$ cat config.mk
export PLATFORM = sky130hd
export DESIGN_NAME = fetch_stage
export DESIGN_NICKNAME = d
export VERILOG_FILES = /design/src/rtl/fetch_stage.sv
export SDC_FILE = /design/constraint.sdc
export NUM_CORES = 1
export LEC_CHECK = 0
export CELL_PAD_IN_SITES_DETAIL_PLACEMENT = 2
export CELL_PAD_IN_SITES_GLOBAL_PLACEMENT = 2
export CORE_ASPECT_RATIO = 1.5
export CORE_MARGIN = 10
export CORE_UTILIZATION = 32
export DETAILED_ROUTE_END_ITERATION = 8
export PLACE_DENSITY_LB_ADDON = 0.1
export REMOVE_ABC_BUFFERS = 1
export SKIP_CTS_REPAIR_TIMING = 1
export SLEW_MARGIN = 20
export SYNTH_ARGS = -nofsm -noshare
export SYNTH_HDL_FRONTEND = slang
export SYNTH_SLANG_ARGS = --single-unit
$ cat constraint.sdc
create_clock -name clk -period 2.6 [get_ports clk]
set_input_delay 0.52 -clock clk [delete_from_list [all_inputs] [get_ports clk]]
set_output_delay 0.52 -clock clk [all_outputs]
set_load 0.03 [all_outputs]
$ cat src/rtl/fetch_stage.sv
// Instruction fetch stage: PC register, single-outstanding imem request,
// one-entry hold buffer for decode stalls, and the decode pipeline register.
module fetch_stage #(
  parameter int PC_W = 16,
  parameter int INSTR_W = 32,
  parameter logic [PC_W-1:0] RESET_PC = '0
) (
  input  logic               clk,
  input  logic               reset_n,
  input  logic               StallF,
  input  logic               StallD,
  input  logic               FlushD,
  input  logic               BranchTakenE,
  input  logic [PC_W-1:0]    BranchTargetE,
  input  logic               PCSrcW,
  input  logic [PC_W-1:0]    ResultW,
  output logic               imem_req,
  output logic [PC_W-1:0]    imem_addr,
  input  logic               imem_ack,
  input  logic [INSTR_W-1:0] imem_rdata,
  output logic [INSTR_W-1:0] InstrD,
  output logic [PC_W-1:0]    PCPlus1D,
  output logic               ValidD
);

  typedef enum logic [1:0] {
    S_REQ,
    S_WAIT,
    S_HOLD
  } state_t;

  state_t state_q, state_d;

  logic [PC_W-1:0]    pc_q, pc_d;
  logic [PC_W-1:0]    addr_q, addr_d;
  logic               disc_q, disc_d;
  logic [INSTR_W-1:0] hbuf_q, hbuf_d;
  logic [PC_W-1:0]    hpc_q, hpc_d;
  logic [INSTR_W-1:0] instr_q, instr_d;
  logic [PC_W-1:0]    pc1_q, pc1_d;
  logic               valid_q, valid_d;

  logic            redirect;
  logic [PC_W-1:0] target;
  logic [PC_W-1:0] pc_inc;

  assign redirect = PCSrcW | BranchTakenE;
  assign target   = PCSrcW ? ResultW : BranchTargetE;
  assign pc_inc   = pc_q + 1'b1;

  assign imem_req = reset_n &
                    (((state_q == S_REQ) & ~StallF & ~redirect) |
                     (state_q == S_WAIT));
  // While a request is outstanding the address must not follow a redirect.
  assign imem_addr = (state_q == S_WAIT) ? addr_q : pc_q;

  assign InstrD   = instr_q;
  assign PCPlus1D = pc1_q;
  assign ValidD   = valid_q;

  always_comb begin
    state_d = state_q;
    pc_d    = pc_q;
    addr_d  = addr_q;
    disc_d  = disc_q;
    hbuf_d  = hbuf_q;
    hpc_d   = hpc_q;
    instr_d = instr_q;
    pc1_d   = pc1_q;
    valid_d = valid_q;

    // Decode register becomes a bubble unless it is stalled.
    if (redirect | FlushD | ~StallD) begin
      valid_d = 1'b0;
      instr_d = '0;
    end

    unique case (state_q)
      S_REQ: begin
        if (redirect) begin
          pc_d = target;
        end else if (imem_req) begin
          addr_d = pc_q;
          if (!imem_ack) begin
            state_d = S_WAIT;
          end else if (FlushD) begin
            state_d = S_REQ;
          end else if (StallD) begin
            hbuf_d  = imem_rdata;
            hpc_d   = pc_inc;
            pc_d    = pc_inc;
            state_d = S_HOLD;
          end else begin
            instr_d = imem_rdata;
            pc1_d   = pc_inc;
            valid_d = 1'b1;
            pc_d    = pc_inc;
          end
        end
      end
      S_WAIT: begin
        if (imem_ack) begin
          state_d = S_REQ;
          disc_d  = 1'b0;
          if (redirect) begin
            pc_d = target;
          end else if (!disc_q && !FlushD) begin
            pc_d = pc_inc;
            if (StallD) begin
              hbuf_d  = imem_rdata;
              hpc_d   = pc_inc;
              state_d = S_HOLD;
            end else begin
              instr_d = imem_rdata;
              pc1_d   = pc_inc;
              valid_d = 1'b1;
            end
          end
        end else if (redirect) begin
          pc_d   = target;
          disc_d = 1'b1;
        end
      end
      S_HOLD: begin
        if (redirect) begin
          pc_d    = target;
          hbuf_d  = '0;
          hpc_d   = '0;
          state_d = S_REQ;
        end else if (!FlushD && !StallD) begin
          instr_d = hbuf_q;
          pc1_d   = hpc_q;
          valid_d = 1'b1;
          state_d = S_REQ;
        end
      end
      default: state_d = S_REQ;
    endcase
  end

  always_ff @(posedge clk or negedge reset_n) begin
    if (!reset_n) begin
      state_q <= S_REQ;
      pc_q    <= RESET_PC;
      addr_q  <= RESET_PC;
      disc_q  <= 1'b0;
      hbuf_q  <= '0;
      hpc_q   <= '0;
      instr_q <= '0;
      pc1_q   <= '0;
      valid_q <= 1'b0;
    end else begin
      state_q <= state_d;
      pc_q    <= pc_d;
      addr_q  <= addr_d;
      disc_q  <= disc_d;
      hbuf_q  <= hbuf_d;
      hpc_q   <= hpc_d;
      instr_q <= instr_d;
      pc1_q   <= pc1_d;
      valid_q <= valid_d;
    end
  end

endmodule

==> flow_metrics.py <==
metrics = {
    "worst_setup_path": {
        "cp_max_fo": 5,
        "crit_type": "flip-flop to output port",
        "critPathArrivalTime_ps": 1990,
        "end_kind": "output port",
        "timing.rr.end": "InstrD[25]",
        "cp_data_required_time_ps": 2080,
        "reg2reg_depth": 10,
        "startpoint_type": "flip-flop",
        "rrSetupSlack_ps": 260,
        "r2r-start": "state_q[0]",
    },
    "clock_tree": {
        "cts_root_buf": "clkbuf_16",
        "worstSkewPairLatency_ps": 440,
        "clk_pin_slew_ps": 60,
        "cts_tree": "built",
        "ctsLongestPathBuffers": 2,
        "htreeDepth": 4,
        "cts_sinks": 132,
        "cts-buffers-inserted": 17,
    },
    "drt": {
        "post_drt_wl_per_cell_um": 23.0,
        "drt-pass1-iter-count": 5,
        "via_count": 6588,
        "viasPerCell": 5.56,
        "drt-total-wl_mm": 27.3,
        "drc": 0,
        "drtIter0Drc": 251,
        "ant_nets": 0,
    },
    "timing": {
        "slew_headroom": 0.490,
        "period_share": 0.967,
        "rsz0062_at_grt": "false",
        "clock.fmax_mhz": 398,
        "tns_ps": 0,
        "fin_skew_ps": 7.15,
        "report.final.slew_viol_count": 0,
        "layout_min_cycle_time_ps": 2510,
        "hold_viol": 0,
        "worst_pin_slew_ps": 764,
        "setup_viol": 0,
    },
    "hold_path": {
        "hold_class": "input port to async pin",
    },
    "pwr": {
        "power_mw": 11.6,
        "intPower_mw": 6.77,
        "ir_drop_v": 0.000506,
        "powerDensity_nw_per_um2": 1180,
        "switching_share": 0.414,
        "switching_power_mw": 4.79,
        "leakage_nw": 4.16,
        "combPwrFrac": 0.480,
        "power_frac_clock": 0.229,
        "pwr-share-seq": 0.291,
    },
    "global_route": {
        "grt_pass1_vias": 7603,
        "overflow": 0,
        "grt_pass1_wl_mm": 43.5,
        "grt_max_degree": 125,
        "grt_util_all_layers": 0.191,
        "antenna_found_initial": 0,
    },
    "logic_synthesis": {
        "netlist_instances": 738,
        "yosys_warnings": 0,
        "synth-compound-area-share": 0.219,
        "avgSynthCellArea_um2": 9.58,
        "ys_types": 71,
        "syn-cell-area_um2": 7070,
        "synth_ff_type": "dfrtp_1",
        "synthArstFlopShare": 1.00,
        "synth-adder-area-share": 0.00885,
        "seq_area_frac_synth": 0.467,
        "synth_mux_area_frac": 0.0711,
        "synth_top_family_by_area": "compound AO/OA/AOI/OAI gates",
        "synth-edff-count": 0,
        "synth_simple_gate_area_frac": 0.174,
        "ys_ff_latch": 132,
        "synth-xor-area-share": 0.0161,
    },
    "die": {
        "initial_utilization": 0.326,
        "chipHeight_um": 202,
        "io_pins": 138,
        "die_area_um2": 28600,
        "row_count": 66,
        "core_region_area_um2": 21700,
        "fp.dieW_um": 141,
    },
    "final_layout": {
        "fillers": 2333,
        "fin_cells": 1184,
        "drive_gt1_frac": 0.168,
        "areaGrowthSynthToFinish_pct": 38.6,
        "final_nets": 978,
        "antenna_cells": 0,
    },
    "run": {
        "maxCapViolCount": 0,
    },
    "place": {
        "port_buffers": 137,
        "hpwlAfterDp_mm": 20.0,
        "gp_congestion": 0.854,
        "placed_cells": 1153,
    },
    "run_status": {
        "status": "completed",
    },
}
-- registers in the layout, summed over array words and instances, names as in the netlist --
name      cells
InstrD       32
PCPlus1D     16
ValidD        1
addr_q       16
disc_q        1
hbuf_q       32
hpc_q        16
pc_q         16
state_q       2
-- logic make-up (layout without fill, tap and decap cells) --
group / Yosys count / after routing
flip-flops: 132 / 132
XOR/XNOR: 13 / 13
AO/OA/AOI/OAI: 227 / 227
buffers and inverters: 74 / 248
multiplexers: 45 / 45
adder cells (fa/ha/maj): 5 / 5
AND/OR/NAND/NOR: 242 / 242
-- cells in the mapped netlist, drive strengths merged, types with 2 or more instances --
| cell | n | area share |
|---|---|---|
| dfrtp | 132 | 0.47 |
| nand2 | 92 | 0.049 |
| o21ai | 68 | 0.048 |
| clkbuf | 44 | 0.023 |
| mux2 | 42 | 0.067 |
| a21oi | 38 | 0.027 |
| nand2b | 36 | 0.032 |
| a221o | 30 | 0.042 |
| nor2 | 29 | 0.016 |
| and2 | 20 | 0.018 |
| buf | 20 | 0.015 |
| o31ai | 16 | 0.017 |
| nor3 | 15 | 0.011 |
| a31oi | 13 | 0.012 |
| nand3 | 11 | 0.0078 |
| o22ai | 11 | 0.0097 |
| inv | 10 | 0.0053 |
| a2bb2oi | 9 | 0.011 |
| nor4 | 9 | 0.0088 |
| xnor2 | 9 | 0.011 |
| nand4 | 7 | 0.0062 |
| and3 | 5 | 0.0044 |
| ha | 5 | 0.0088 |
| o22a | 5 | 0.0062 |
| a311oi | 4 | 0.0058 |
| xor2 | 4 | 0.0050 |
| a211oi | 3 | 0.0032 |
| a22oi | 3 | 0.0032 |
| mux2i | 3 | 0.0042 |
| nor2b | 3 | 0.0027 |
| o221ai | 3 | 0.0037 |
| or2 | 3 | 0.0027 |
| a21boi | 2 | 0.0021 |
| a21o | 2 | 0.0021 |
| a221oi | 2 | 0.0025 |
| a311o | 2 | 0.0028 |
| and3b | 2 | 0.0025 |
| nor4b | 2 | 0.0046 |
| o21a | 2 | 0.0021 |
| o41ai | 2 | 0.0025 |
-- worst max-delay path, cell delays in order, from the launching register on --
cell and delay (ps):
dfrtp_1 420, inv_1 160, ha_2 270, nor4b_4 250, buf_4 150, o21a_1 170
buf_12 130
-- per-layer routing --
metal / vias up / share of wire / global-route usage
li1: 3022 / - / -
met1: 3390 / 0.39 / 0.209
met4: 0 / 0.022 / 0.0699
met2: 140 / 0.55 / 0.352
met3: 36 / 0.036 / 0.0378
met5: - / 0 / 0
-- worst max path at each step --
stage                     from       endpoint  slack (ps)  cells after the start
detailed placement      PCSrcW     InstrD[11]        -180                      9
global route        state_q[1]  imem_addr[14]          10                      5
finish              state_q[1]       imem_req          90                      6
global placement        PCSrcW   PCPlus1D[11]         -80                      6
CTS                 state_q[1]   imem_addr[9]        -280                      4
floorplan           state_q[0]       hpc_q[0]       -2310                      6
-- power groups by stage --
| stage | Sequential (mW) | Clock [mW] | Combinational [mW] |
|---|---|---|---|
| after global routing | 3.47 | 2.79 | 6.06 |
| after detailed placement | 3.40 | 0 | 5.58 |
| after floorplan | 3.53 | 0 | 2.83 |
| final | 3.36 | 2.65 | 5.55 |
| after global placement | 3.33 | 0 | 5.36 |
| after CTS | 3.36 | 2.70 | 5.64 |
-- cell type report --
cell class	instances	area (µm²)	area share
clock buffer	19	453	0.0462
inverter	10	37.5	0.00383
tap	272	340	0.0347
timing repair buffer	208	2000	0.204
sequential	132	3300	0.337
multi-input combinational	532	3500	0.357
clock inverter	11	178	0.0181
-- stage by stage --
stage / utilization / instance area (µm²) / setup WS, ps / hold slack [ps]
after floorplan: - / 6800 / -2310 / 224
after global placement: 0.420 / 9130 / -78.0 / 372
after detailed placement: 0.420 / 9130 / -179 / 379
after CTS: 0.449 / 9760 / -283 / -93.3
after global routing: 0.451 / 9800 / 12.8 / 495
final: 0.451 / 9800 / 86.5 / 487
-- cells in the final DEF (no fill, tap or decap), types with 3 or more instances in the layout --
master | netlist | final
a211oi_1 | 3 | 3
a21oi_1 | 38 | 38
a221o_1 | 30 | 30
a22oi_1 | 3 | 3
a2bb2oi_1 | 9 | 9
a311oi_1 | 3 | 3
a31oi_1 | 13 | 13
and2_1 | 20 | 20
and3_1 | 5 | 5
buf_12 | 0 | 10
buf_4 | 0 | 76
bufinv_16 | 0 | 4
clkbuf_16 | 0 | 17
clkdlybuf4s50_1 | 0 | 119
clkinv_4 | 0 | 3
clkinvlp_4 | 0 | 3
dfrtp_1 | 132 | 132
inv_1 | 10 | 10
mux2_1 | 19 | 19
mux2_2 | 23 | 23
mux2i_1 | 3 | 3
nand2_1 | 92 | 92
nand2b_1 | 36 | 36
nand3_1 | 11 | 11
nand4_1 | 7 | 7
nor2_1 | 28 | 28
nor2b_1 | 3 | 3
nor3_1 | 15 | 14
nor4_1 | 8 | 8
o21ai_0 | 19 | 19
o21ai_1 | 49 | 49
o221ai_1 | 3 | 3
o22a_1 | 5 | 5
o22ai_1 | 11 | 11
o31ai_1 | 16 | 16
xnor2_1 | 9 | 9
xor2_1 | 4 | 4
Power figures use the tool's default switching activity.
